<file path="config.mk">
export PLATFORM = sky130hd
export DESIGN_NAME = ncl_dr_sync_receiver_flat
export DESIGN_NICKNAME = d
export VERILOG_FILES = /design/src/rtl/ncl_pkg.sv /design/src/rtl/ncl_dr_sync_receiver_if.sv /design/src/rtl/ncl_rail_sync.sv /design/src/rtl/ncl_dr_sync_receiver.sv /design/src/flat_wrapper.sv
export SDC_FILE = /design/constraint.sdc
export NUM_CORES = 1
export LEC_CHECK = 0
export ABC_AREA = 1
export CORE_ASPECT_RATIO = 1.4
export CORE_MARGIN = 3
export CORE_UTILIZATION = 35
export DETAILED_ROUTE_END_ITERATION = 8
export GPL_ROUTABILITY_DRIVEN = 0
export HOLD_SLACK_MARGIN = 0.1
export PLACE_DENSITY = 0.56
export SYNTH_ARGS = -nofsm -noshare
export SYNTH_HDL_FRONTEND = slang
export SYNTH_SLANG_ARGS = --single-unit
</file>
<file path="constraint.sdc">
create_clock -name clk -period 3.15 [get_ports clk]
set_clock_uncertainty 0.2 [all_clocks]
set_input_delay 0.63 -clock clk [delete_from_list [all_inputs] [get_ports clk]]
set_output_delay 0.63 -clock clk [all_outputs]
set_load 0.02 [all_outputs]
</file>
<file path="src/rtl/ncl_pkg.sv">
// Shared types for the dual-rail NCL receiver.
// Rail encodings, handshake state and wavefront class.
package ncl_pkg;

    localparam logic [1:0] RAIL_NULL = 2'b00;
    localparam logic [1:0] RAIL_D0   = 2'b01;
    localparam logic [1:0] RAIL_D1   = 2'b10;
    localparam logic [1:0] RAIL_ILL  = 2'b11;

    typedef enum logic {
        REQ_DATA,
        REQ_NULL
    } state_t;

    typedef enum logic [1:0] {
        ALL_NULL,
        ALL_DATA,
        PARTIAL,
        ILLEGAL
    } cls_t;

    function automatic logic digit_is_data(input logic [1:0] d);
        return (d == RAIL_D0) || (d == RAIL_D1);
    endfunction

endpackage

</file>
<file path="src/rtl/ncl_dr_sync_receiver_if.sv">
// Dual-rail channel plus decoded valid/ready stream.
// slave = receiver side, master = upstream/consumer side.
interface ncl_dr_sync_receiver_if #(
    parameter int DIGITS = 2
);
    logic [2*DIGITS-1:0] a_rail;
    logic                a_comp;
    logic [DIGITS-1:0]   out_data;
    logic                out_valid;
    logic                out_ready;

    modport master (
        output a_rail,
        output out_ready,
        input  a_comp,
        input  out_data,
        input  out_valid
    );

    modport slave (
        input  a_rail,
        input  out_ready,
        output a_comp,
        output out_data,
        output out_valid
    );
endinterface

</file>
<file path="src/rtl/ncl_rail_sync.sv">
// Multi-flop synchronizer for a vector of async rails.
// Every flop clears on init.
module ncl_rail_sync #(
    parameter int W      = 4,
    parameter int STAGES = 2
) (
    input  logic         clk,
    input  logic         init,
    input  logic [W-1:0] d,
    output logic [W-1:0] q
);
    logic [W-1:0] ff [STAGES];

    // Shift the rails through the synchronizer chain
    always_ff @(posedge clk) begin
        if (init) begin
            for (int i = 0; i < STAGES; i++) ff[i] <= '0;
        end else begin
            ff[0] <= d;
            for (int i = 1; i < STAGES; i++) ff[i] <= ff[i-1];
        end
    end

    assign q = ff[STAGES-1];
endmodule

</file>
<file path="src/rtl/ncl_dr_sync_receiver.sv">
// Clocked sink for a dual-rail NCL channel: completion,
// decode, word FIFO, token count and protocol errors.
module ncl_dr_sync_receiver
    import ncl_pkg::*;
#(
    parameter int DIGITS      = 2,
    parameter int SYNC_STAGES = 2,
    parameter int FIFO_DEPTH  = 4,
    parameter int TIMEOUT     = 1024
) (
    input  logic                clk,
    input  logic                init,
    ncl_dr_sync_receiver_if.slave bus,
    output logic [15:0]         token_count,
    output logic                err_illegal,
    output logic [7:0]          err_count,
    output logic                err_timeout
);
    localparam int W  = 2 * DIGITS;
    localparam int AW = (FIFO_DEPTH > 1) ? $clog2(FIFO_DEPTH) : 1;
    localparam int CW = AW + 1;
    localparam int TW = (TIMEOUT > 0) ? $clog2(TIMEOUT + 1) : 1;
    localparam logic [CW-1:0] FULL_LVL = CW'(FIFO_DEPTH);
    localparam logic [TW-1:0] T_MAX    = TW'(TIMEOUT);
    localparam logic [TW-1:0] T_LAST   = TW'((TIMEOUT > 0) ? TIMEOUT - 1 : 0);

    logic [W-1:0]      rs;
    logic [W-1:0]      rp;
    logic              stable;
    cls_t              cls;
    logic [DIGITS-1:0] dec;

    state_t            state;
    state_t            state_n;
    logic              cap;
    logic              done;

    logic [DIGITS-1:0] mem [FIFO_DEPTH];
    logic [AW-1:0]     wptr;
    logic [AW-1:0]     rptr;
    logic [CW-1:0]     cnt;
    logic              push_q;
    logic [DIGITS-1:0] push_w;
    logic              full;
    logic              vld;
    logic              pop;
    logic [TW-1:0]     tcnt;

    ncl_rail_sync #(
        .W      (W),
        .STAGES (SYNC_STAGES)
    ) u_sync (
        .clk  (clk),
        .init (init),
        .d    (bus.a_rail),
        .q    (rs)
    );

    assign stable        = (rs == rp);
    assign full          = (cnt == FULL_LVL);
    assign vld           = (cnt != '0);
    assign pop           = vld & bus.out_ready;
    assign bus.out_valid = vld;
    assign bus.out_data  = mem[rptr];

    // Classify the synchronized wavefront and decode rail1 bits
    always_comb begin
        logic any_ill;
        logic all_data;
        any_ill  = 1'b0;
        all_data = 1'b1;
        dec      = '0;
        cls      = PARTIAL;
        for (int i = 0; i < DIGITS; i++) begin
            if (rs[2*i +: 2] == RAIL_ILL) any_ill = 1'b1;
            if (!digit_is_data(rs[2*i +: 2])) all_data = 1'b0;
            dec[i] = rs[2*i + 1];
        end
        unique case (1'b1)
            any_ill:     cls = ILLEGAL;
            (rs == '0):  cls = ALL_NULL;
            all_data:    cls = ALL_DATA;
            default:     cls = PARTIAL;
        endcase
    end

    // Handshake state register
    always_ff @(posedge clk) begin
        if (init) state <= REQ_DATA;
        else      state <= state_n;
    end

    // Next state: capture on stable DATA, release on stable NULL
    always_comb begin
        state_n = state;
        cap     = 1'b0;
        done    = 1'b0;
        unique case (state)
            REQ_DATA: begin
                if (stable && cls == ALL_DATA && !full) begin
                    state_n = REQ_NULL;
                    cap     = 1'b1;
                end
            end
            REQ_NULL: begin
                if (stable && cls == ALL_NULL) begin
                    state_n = REQ_DATA;
                    done    = 1'b1;
                end
            end
            default: state_n = REQ_DATA;
        endcase
    end

    // Completion is high while waiting for NULL
    always_comb begin
        bus.a_comp = (state == REQ_NULL);
    end

    // Filter, staged push, FIFO pointers, counters and sticky errors
    always_ff @(posedge clk) begin
        if (init) begin
            rp          <= '0;
            push_q      <= 1'b0;
            push_w      <= '0;
            wptr        <= '0;
            rptr        <= '0;
            cnt         <= '0;
            token_count <= '0;
            err_illegal <= 1'b0;
            err_count   <= '0;
            err_timeout <= 1'b0;
            tcnt        <= '0;
        end else begin
            rp     <= rs;
            push_q <= cap;
            push_w <= dec;
            if (push_q) wptr <= wptr + 1'b1;
            if (pop)    rptr <= rptr + 1'b1;
            cnt <= cnt + CW'(push_q) - CW'(pop);
            if (done) token_count <= token_count + 16'd1;
            if (cls == ILLEGAL) begin
                err_illegal <= 1'b1;
                if (err_count != 8'hFF) err_count <= err_count + 8'd1;
            end
            if (state_n != state)  tcnt <= '0;
            else if (tcnt != T_MAX) tcnt <= tcnt + 1'b1;
            if (TIMEOUT > 0 && state_n == state && tcnt == T_LAST)
                err_timeout <= 1'b1;
        end
    end

    // Word storage; written one cycle after capture
    always_ff @(posedge clk) begin
        if (push_q) mem[wptr] <= push_w;
    end
endmodule

</file>
<file path="src/flat_wrapper.sv">
// flat-port wrapper written by rule: the top's interface ports become plain ports
module ncl_dr_sync_receiver_flat import ncl_pkg::*;
#(
    parameter int DIGITS      = 2,
    parameter int SYNC_STAGES = 2,
    parameter int FIFO_DEPTH  = 4,
    parameter int TIMEOUT     = 1024
)
  (clk, init, token_count, err_illegal, err_count, err_timeout, bus_a_rail, bus_out_ready, bus_a_comp, bus_out_data, bus_out_valid);
  ncl_dr_sync_receiver_if #(.DIGITS(DIGITS)) bus_i ();
  input  logic clk;
  input  logic init;
  output logic [15:0] token_count;
  output logic err_illegal;
  output logic [7:0] err_count;
  output logic err_timeout;
  input wire logic [$bits(bus_i.a_rail)-1:0] bus_a_rail;
  input wire logic [$bits(bus_i.out_ready)-1:0] bus_out_ready;
  output wire logic [$bits(bus_i.a_comp)-1:0] bus_a_comp;
  output wire logic [$bits(bus_i.out_data)-1:0] bus_out_data;
  output wire logic [$bits(bus_i.out_valid)-1:0] bus_out_valid;
  assign bus_i.a_rail = bus_a_rail;
  assign bus_i.out_ready = bus_out_ready;
  assign bus_a_comp = bus_i.a_comp;
  assign bus_out_data = bus_i.out_data;
  assign bus_out_valid = bus_i.out_valid;
  ncl_dr_sync_receiver #(.DIGITS(DIGITS), .SYNC_STAGES(SYNC_STAGES), .FIFO_DEPTH(FIFO_DEPTH), .TIMEOUT(TIMEOUT)) u_core (.clk(clk), .init(init), .bus(bus_i), .token_count(token_count), .err_illegal(err_illegal), .err_count(err_count), .err_timeout(err_timeout));
endmodule
</file>
# [After elaboration in Yosys (flattened, before gate mapping)]
# Memory sizes are Yosys's and may differ from the RTL's. A register that Yosys moved wholly into a read port is not among the register bits.
# Index checks and enable logic that the tools add are counted.
[totals] register_bits=52 ram_bits=16 in_bits=7 word_cells=72 mem_count=2
[mem_list] memory="u_core.mem" depth=4 width=2 read_ports=1 rd_clocked_by_memory_dff=1 wr=1 line="ncl_dr_sync_receiver.sv:38" text="logic [DIGITS-1:0] mem [FIFO_DEPTH];"
[mem_list] memory="u_core.u_sync.ff" depth=2 width=4 read_ports=2 rd_clocked_by_memory_dff=0 wr=2 line="ncl_rail_sync.sv:12" text="logic [W-1:0] ff [STAGES];"
[op_classes] n_addsub=7 n_eq_ne=15 mux=19 bitwise=4 n_reduce_logical=13
[op_table] cell="$add 16x1->16 const B" count=1
[op_table] cell="$mux 1" count=13
[op_table] cell="$add 11x1->11 const B" count=1
[op_table] cell="$eq 11x10->1 const B" count=1
[op_table] cell="$ne 11x11->1 const B" count=1
[op_table] cell="$eq 2x2->1 const B" count=5
[op_table] cell="$add 8x1->8 const B" count=1
[op_table] cell="$mux 4" count=2
[op_table] cell="$ne 8x8->1 const B" count=1
[op_table] cell="$eq 2x1->1 const B" count=3
[op_table] cell="$pmux 2 s3" count=1
[op_table] cell="$add 2x1->2 const B" count=2
[op_table] cell="$eq 4x4->1" count=1
[op_table] cell="$logic_and 1x1->1" count=4
[op_table] cell="$logic_not 4->1" count=1
[op_table] cell="$mux 2" count=2
[op_table] cell="$reduce_or 2->1" count=2
[op_table] cell="$add 3x1->3" count=1
[op_table] cell="$eq 3x3->1 const B" count=1
[op_table] cell="$reduce_bool 3->1" count=1
[op_table] cell="$sub 3x1->3" count=1
[op_table] cell="$logic_not 2->1" count=1
[op_table] cell="$logic_or 1x1->1" count=2
[op_table] cell="$or 1x1->1" count=2
[op_table] cell="7 further kinds" count=7

# [Depth between registers and ports, before layout]
[logic_depth] ltp_word=12 depth_mapped=11 mapped_depth_nobuf=10

# [Modules after synthesis]
# Synthesis repeated with hierarchy kept, for this count alone.
[hier_totals] hier_cells=447 hier_area_um2=3378.2
[modules_own_cells] module="ncl_dr_sync_receiver" instances=1 cells_each=418 area_per_inst_um2=3116.7 seq_area_each_um2=1281.2
[modules_own_cells] module="ncl_rail_sync" instances=1 cells_each=29 area_per_inst_um2=261.5 seq_area_each_um2=160.2

# [Least setup slack after synthesis]
# No wires, ideal clock.
[synth_path] path_kind="register -> register" from="register u_core.cnt[1]" to="register u_core.cnt[2]" setup_ps=119 t_arrival_ps=1952 required_time_ps=2831 slack_ps=879 path_stages_with_launch=12 n_path_buf=1 period_less_slack_ps=2271 cell_sequence="dfxtp_1 inv_2 nand3_1 and2_1 clkbuf_1 ha_1 inv_1 ha_1 inv_1 fa_1 o21ai_0 a21oi_1"
[synth_between] elab_chain_len=3 elab_cells_between_ends=4 cone_classes="add/sub (2); bitwise (1); reduce/logical (1)"
[synth_rtl] item="from (decl)" line="ncl_dr_sync_receiver.sv:41" text="logic [CW-1:0] cnt;"
[synth_rtl] item="from (signal assigned)" line="ncl_dr_sync_receiver.sv:140" text="cnt <= cnt + CW'(push_q) - CW'(pop);"
[synth_rtl] item="$reduce_bool 3->1" line="ncl_dr_sync_receiver.sv:61" text="assign vld = (cnt != '0);"
[synth_rtl] item="via bus_out_valid" line="flat_wrapper.sv:21" text="output wire logic [$bits(bus_i.out_valid)-1:0] bus_out_valid;"
[synth_rtl] item="$and 1x1->1" line="ncl_dr_sync_receiver.sv:62" text="assign pop = vld & bus.out_ready;"
[synth_rtl] item="via u_core.pop" line="ncl_dr_sync_receiver.sv:46" text="logic pop;"
[synth_rtl] item="$sub 3x1->3" line="ncl_dr_sync_receiver.sv:140"
# The timed path passes the listed nets, and every way through them passes these cells.
# A chain may end at the register's enable or synchronous reset.

==> flow_summary_export.csv <==
group,metric,value,unit
synth,synthArstFlopShare,0,%
synth,synthesis_stage_register_bit_count,68,
timing,timing_hold_violations_final,0,
pwr,power_per_standard_cell_area,519.9,mW/mm2
setup_path,critical_path.max_fanout,5,
synth,avgSynthCellArea,7.643,um2
floorplan,floorplan.die.height,122.2,um
timing,setup-violations-final,0,
timing,finalWorstSetupSlack,0.7138,ns
clock_tree,clkLatencyLatePin,0.33,ns
routing,route.met3.wl,209,um
synth,ys.warnings.count,0,
floorplan,design.die.area,0.01088,mm2
clock_tree,cts_setup_buffers,0,
synth,number_of_synthesized_flops_with_an_enable_pin,8,
routing,drc,0,
global_routing,grt_pass1_vias,2525,
clock_tree,clock_tree.root_cell,"sky130_fd_sc_hd__clkbuf_16",
timing,slew_headroom,74.03,%
clock_tree,cts-buffers-inserted,9,
layout,most-common-layout-cells,"sky130_fd_sc_hd__nand2_1, sky130_fd_sc_hd__nor2_1, sky130_fd_sc_hd__dfxtp_1, sky130_fd_sc_hd__inv_1, sky130_fd_sc_hd__clkdlybuf4s50_1",
synth,yosysSeqAreaShare,42.67,%
layout,n_antenna_cell,0,
layout,finish.net_count,504,
timing,post-route-period-util,77.34,%
clock_tree,tritoncts,"done",
routing,dr.max_layer_used,"met4",
global_routing,grt_util_all_layers,13.32,%
setup_path,required_time_worst_endpoint,2.32,ns
global_routing,grt_antenna_before_repair,0,
timing,tightest_slew,0.3891,ns
timing,slew_violations,0,
timing,layout_min_cycle_time,2.436,ns
floorplan,initial_utilization,36.59,%
routing,dr_total_vias,2667,
run_status,status,"finished, final reports clean",
routing,antenna_violating_nets_post_route,0,
clock_tree,cts.sinks,68,
clock_tree,clock_transition_at_the_register_clock_pins_on_the_worst_setup_and_hold_paths_after_cts,0.05,ns
timing,totalNegativeSetupSlack,0,ns
routing,drt-initial-drc-count,64,
setup_path,worst_setup_path_start_kind,"flip-flop",
layout,register_area,0.001441,mm2
synth,synth_ff_type,"sky130_fd_sc_hd__dfxtp_1",
layout,area_growth_syn_to_layout,21.04,%
synth,postSynthCellCount,442,
pwr,power_switching,0.0005630,W
floorplan,placement_rows,41,
global_routing,grt_pass1_wl,11.17,mm
placed_design,place.port_buffers,36,
worst_hold_path,timing.hold.worst.class,"flip-flop to flip-flop",
pwr,share_clk_of_total_power,41.5,%
global_routing,grt_overflow_total,0,
floorplan,top_level_ports,37,
layout,mostFrequentLayoutCell,"sky130_fd_sc_hd__nand2_1",
run,max_cap_violations,0,
setup_path,end_kind,"output port",
timing,clock.fmax,410.5,MHz
pwr,internal-power,0.001563,W
routing,m1WireLength,2.972,mm
setup_path,critical_setup_path_class,"flip-flop to output port",
pwr,leakage,1.634,nW
timing,final.hold.worst_slack,0.2033,ns
pwr,power.sequential.fraction,44.8,%
pwr,vdd_drop_max,0.2616,mV
layout,total_area_of_multi_input_combinational_cells,0.001623,mm2
synth,mappedNetlistArea,0.003378,mm2
placed_design,hpwl,4.712,mm
clock_tree,post_cts_hold_buffer_count,0,
pwr,netSwitchingFraction,26.48,%
floorplan,core_region_area,0.009234,mm2
timing,grt_setup_unrepaired,"false",
layout,layout-drive-gt1-share,13.35,%
synth,syn_nets,464,
routing,drt-total-wl,6.552,mm
routing,drt-pass1-iter-count,4,
synth,netlist-cell-type-count,31,
floorplan,die_width,89.03,um
clock_tree,cts_repair_resize_count,0,
clock_tree,htree_num_levels,3,
placed_design,dpl_worst_slack,0.4355,ns
global_routing,grt_start_max_net_pins,24,
routing,dr_wl_met2,3.199,mm
layout,fillcell_total,936,
clock_tree,max-clock-path-buffers,2,
routing,drt-vias-per-instance,4.490,
setup_path,arr_time_crit_path,1.61,ns
pwr,comb_power_share,13.7,%
routing,post_drt_wl_per_cell,11.03,um
-- kinds of logic (layout without fill, tap and decap cells) --
family	count (synthesis)	after routing	synth area share [%]
xor gates and xnor gates	20	20	5.185
DFF	68	68	42.67
and+or+nand+nor	220	220	29.74
adders and majority gates	15	15	5.778
buffers and inverters	76	121	9.296
AOI/OAI and AO/OA	43	43	7.333
-- synth_stat cells (3+ instances only) --
cell type,instances,area share (%)
sky130_fd_sc_hd__inv_2,6,0.67
sky130_fd_sc_hd__nand2_2,16,3.0
sky130_fd_sc_hd__nand4_1,5,0.93
sky130_fd_sc_hd__inv_1,59,6.6
sky130_fd_sc_hd__edfxtp_1,8,7.1
sky130_fd_sc_hd__ha_1,14,5.2
sky130_fd_sc_hd__clkbuf_1,5,0.56
sky130_fd_sc_hd__nor2_2,14,2.6
sky130_fd_sc_hd__o21ai_1,9,1.3
sky130_fd_sc_hd__xor2_1,14,3.6
sky130_fd_sc_hd__nand3_1,16,2.4
sky130_fd_sc_hd__nor3_1,4,0.59
sky130_fd_sc_hd__o21ai_0,8,1.2
sky130_fd_sc_hd__nor2_4,3,1.0
sky130_fd_sc_hd__a21oi_1,16,2.4
sky130_fd_sc_hd__dfxtp_1,60,36
sky130_fd_sc_hd__a21oi_2,8,2.1
sky130_fd_sc_hd__nand2_1,96,11
sky130_fd_sc_hd__xnor2_1,6,1.6
sky130_fd_sc_hd__nor2_1,61,6.8
-- per-stage QoR --
stage,utilization [%],instances,instance area [um2],power (W)
finish,44.28,594,4089,0.002126
floorplan,-,442,3378,0.001174
detailed placement,41.46,578,3829,0.001268
global route,44.28,594,4089,0.002240
CTS,44.28,594,4089,0.002163
global placement,41.46,578,3829,0.001256
-- layout make-up --
class | instances | area share, %
Multi-Input combinational cell | 298 | 39.69
Sequential cell | 68 | 35.25
Timing Repair Buffer | 39 | 9.364
Inverter | 66 | 6.059
Clock buffer | 10 | 5.600
Tap cell | 107 | 3.274
Clock inverter | 6 | 0.7650
-- state kept, by name, indices dropped and copies added, names as in the netlist, named ones only --
register	count
u_core.tcnt	11
u_core.rp	3
u_core.cnt	3
u_core.rptr	2
u_core.err_timeout	1
u_core.bus.a_comp	1
u_core.err_illegal	1
u_core.u_sync.ff	8
u_core.mem	8
u_core.push_w	1
u_core.err_count	8
u_core.wptr	2
u_core.push_q	1
u_core.token_count	16
-- power by group through the flow --
stage / Combinational, W / Clock (W) / Sequential (W)
floorplan: 0.000210 / 0 / 0.000964
global placement: 0.000287 / 0 / 0.000969
detailed placement: 0.000298 / 0 / 0.000970
CTS: 0.000299 / 0.000912 / 0.000952
global route: 0.000336 / 0.000946 / 0.000958
finish: 0.000292 / 0.000883 / 0.000951
-- worst paths after layout --
kind,from,end,slack (ns),depth (start not counted)
worst min register to register,u_core.u_sync.ff[0][0]$_SDFF_PP0_,u_core.u_sync.ff[0][4]$_SDFF_PP0_,0.20,2
worst min-delay path,u_core.u_sync.ff[0][0]$_SDFF_PP0_,u_core.u_sync.ff[0][4]$_SDFF_PP0_,0.20,2
worst max-delay path,flip-flop,bus_out_data[0],0.71,4
worst max register to register,u_core.cnt[1]$_SDFF_PP0_,u_core.cnt[2]$_SDFF_PP0_,0.98,10
-- worst max-delay path, cell delays in order (launching register included) --
cell                              delay, ns
sky130_fd_sc_hd__dfxtp_1               0.38
sky130_fd_sc_hd__inv_1                 0.09
sky130_fd_sc_hd__o21ai_0               0.17
sky130_fd_sc_hd__o22ai_1               0.09
sky130_fd_sc_hd__clkdlybuf4s50_1       0.54
-- layer usage --
metal  up-vias  track usage, %
met5         -               0
met4         0           7.542
met3        12           3.156
met2        38           22.35
met1      1181           15.22
li1       1436               -
(Power assumes the default switching activity.)
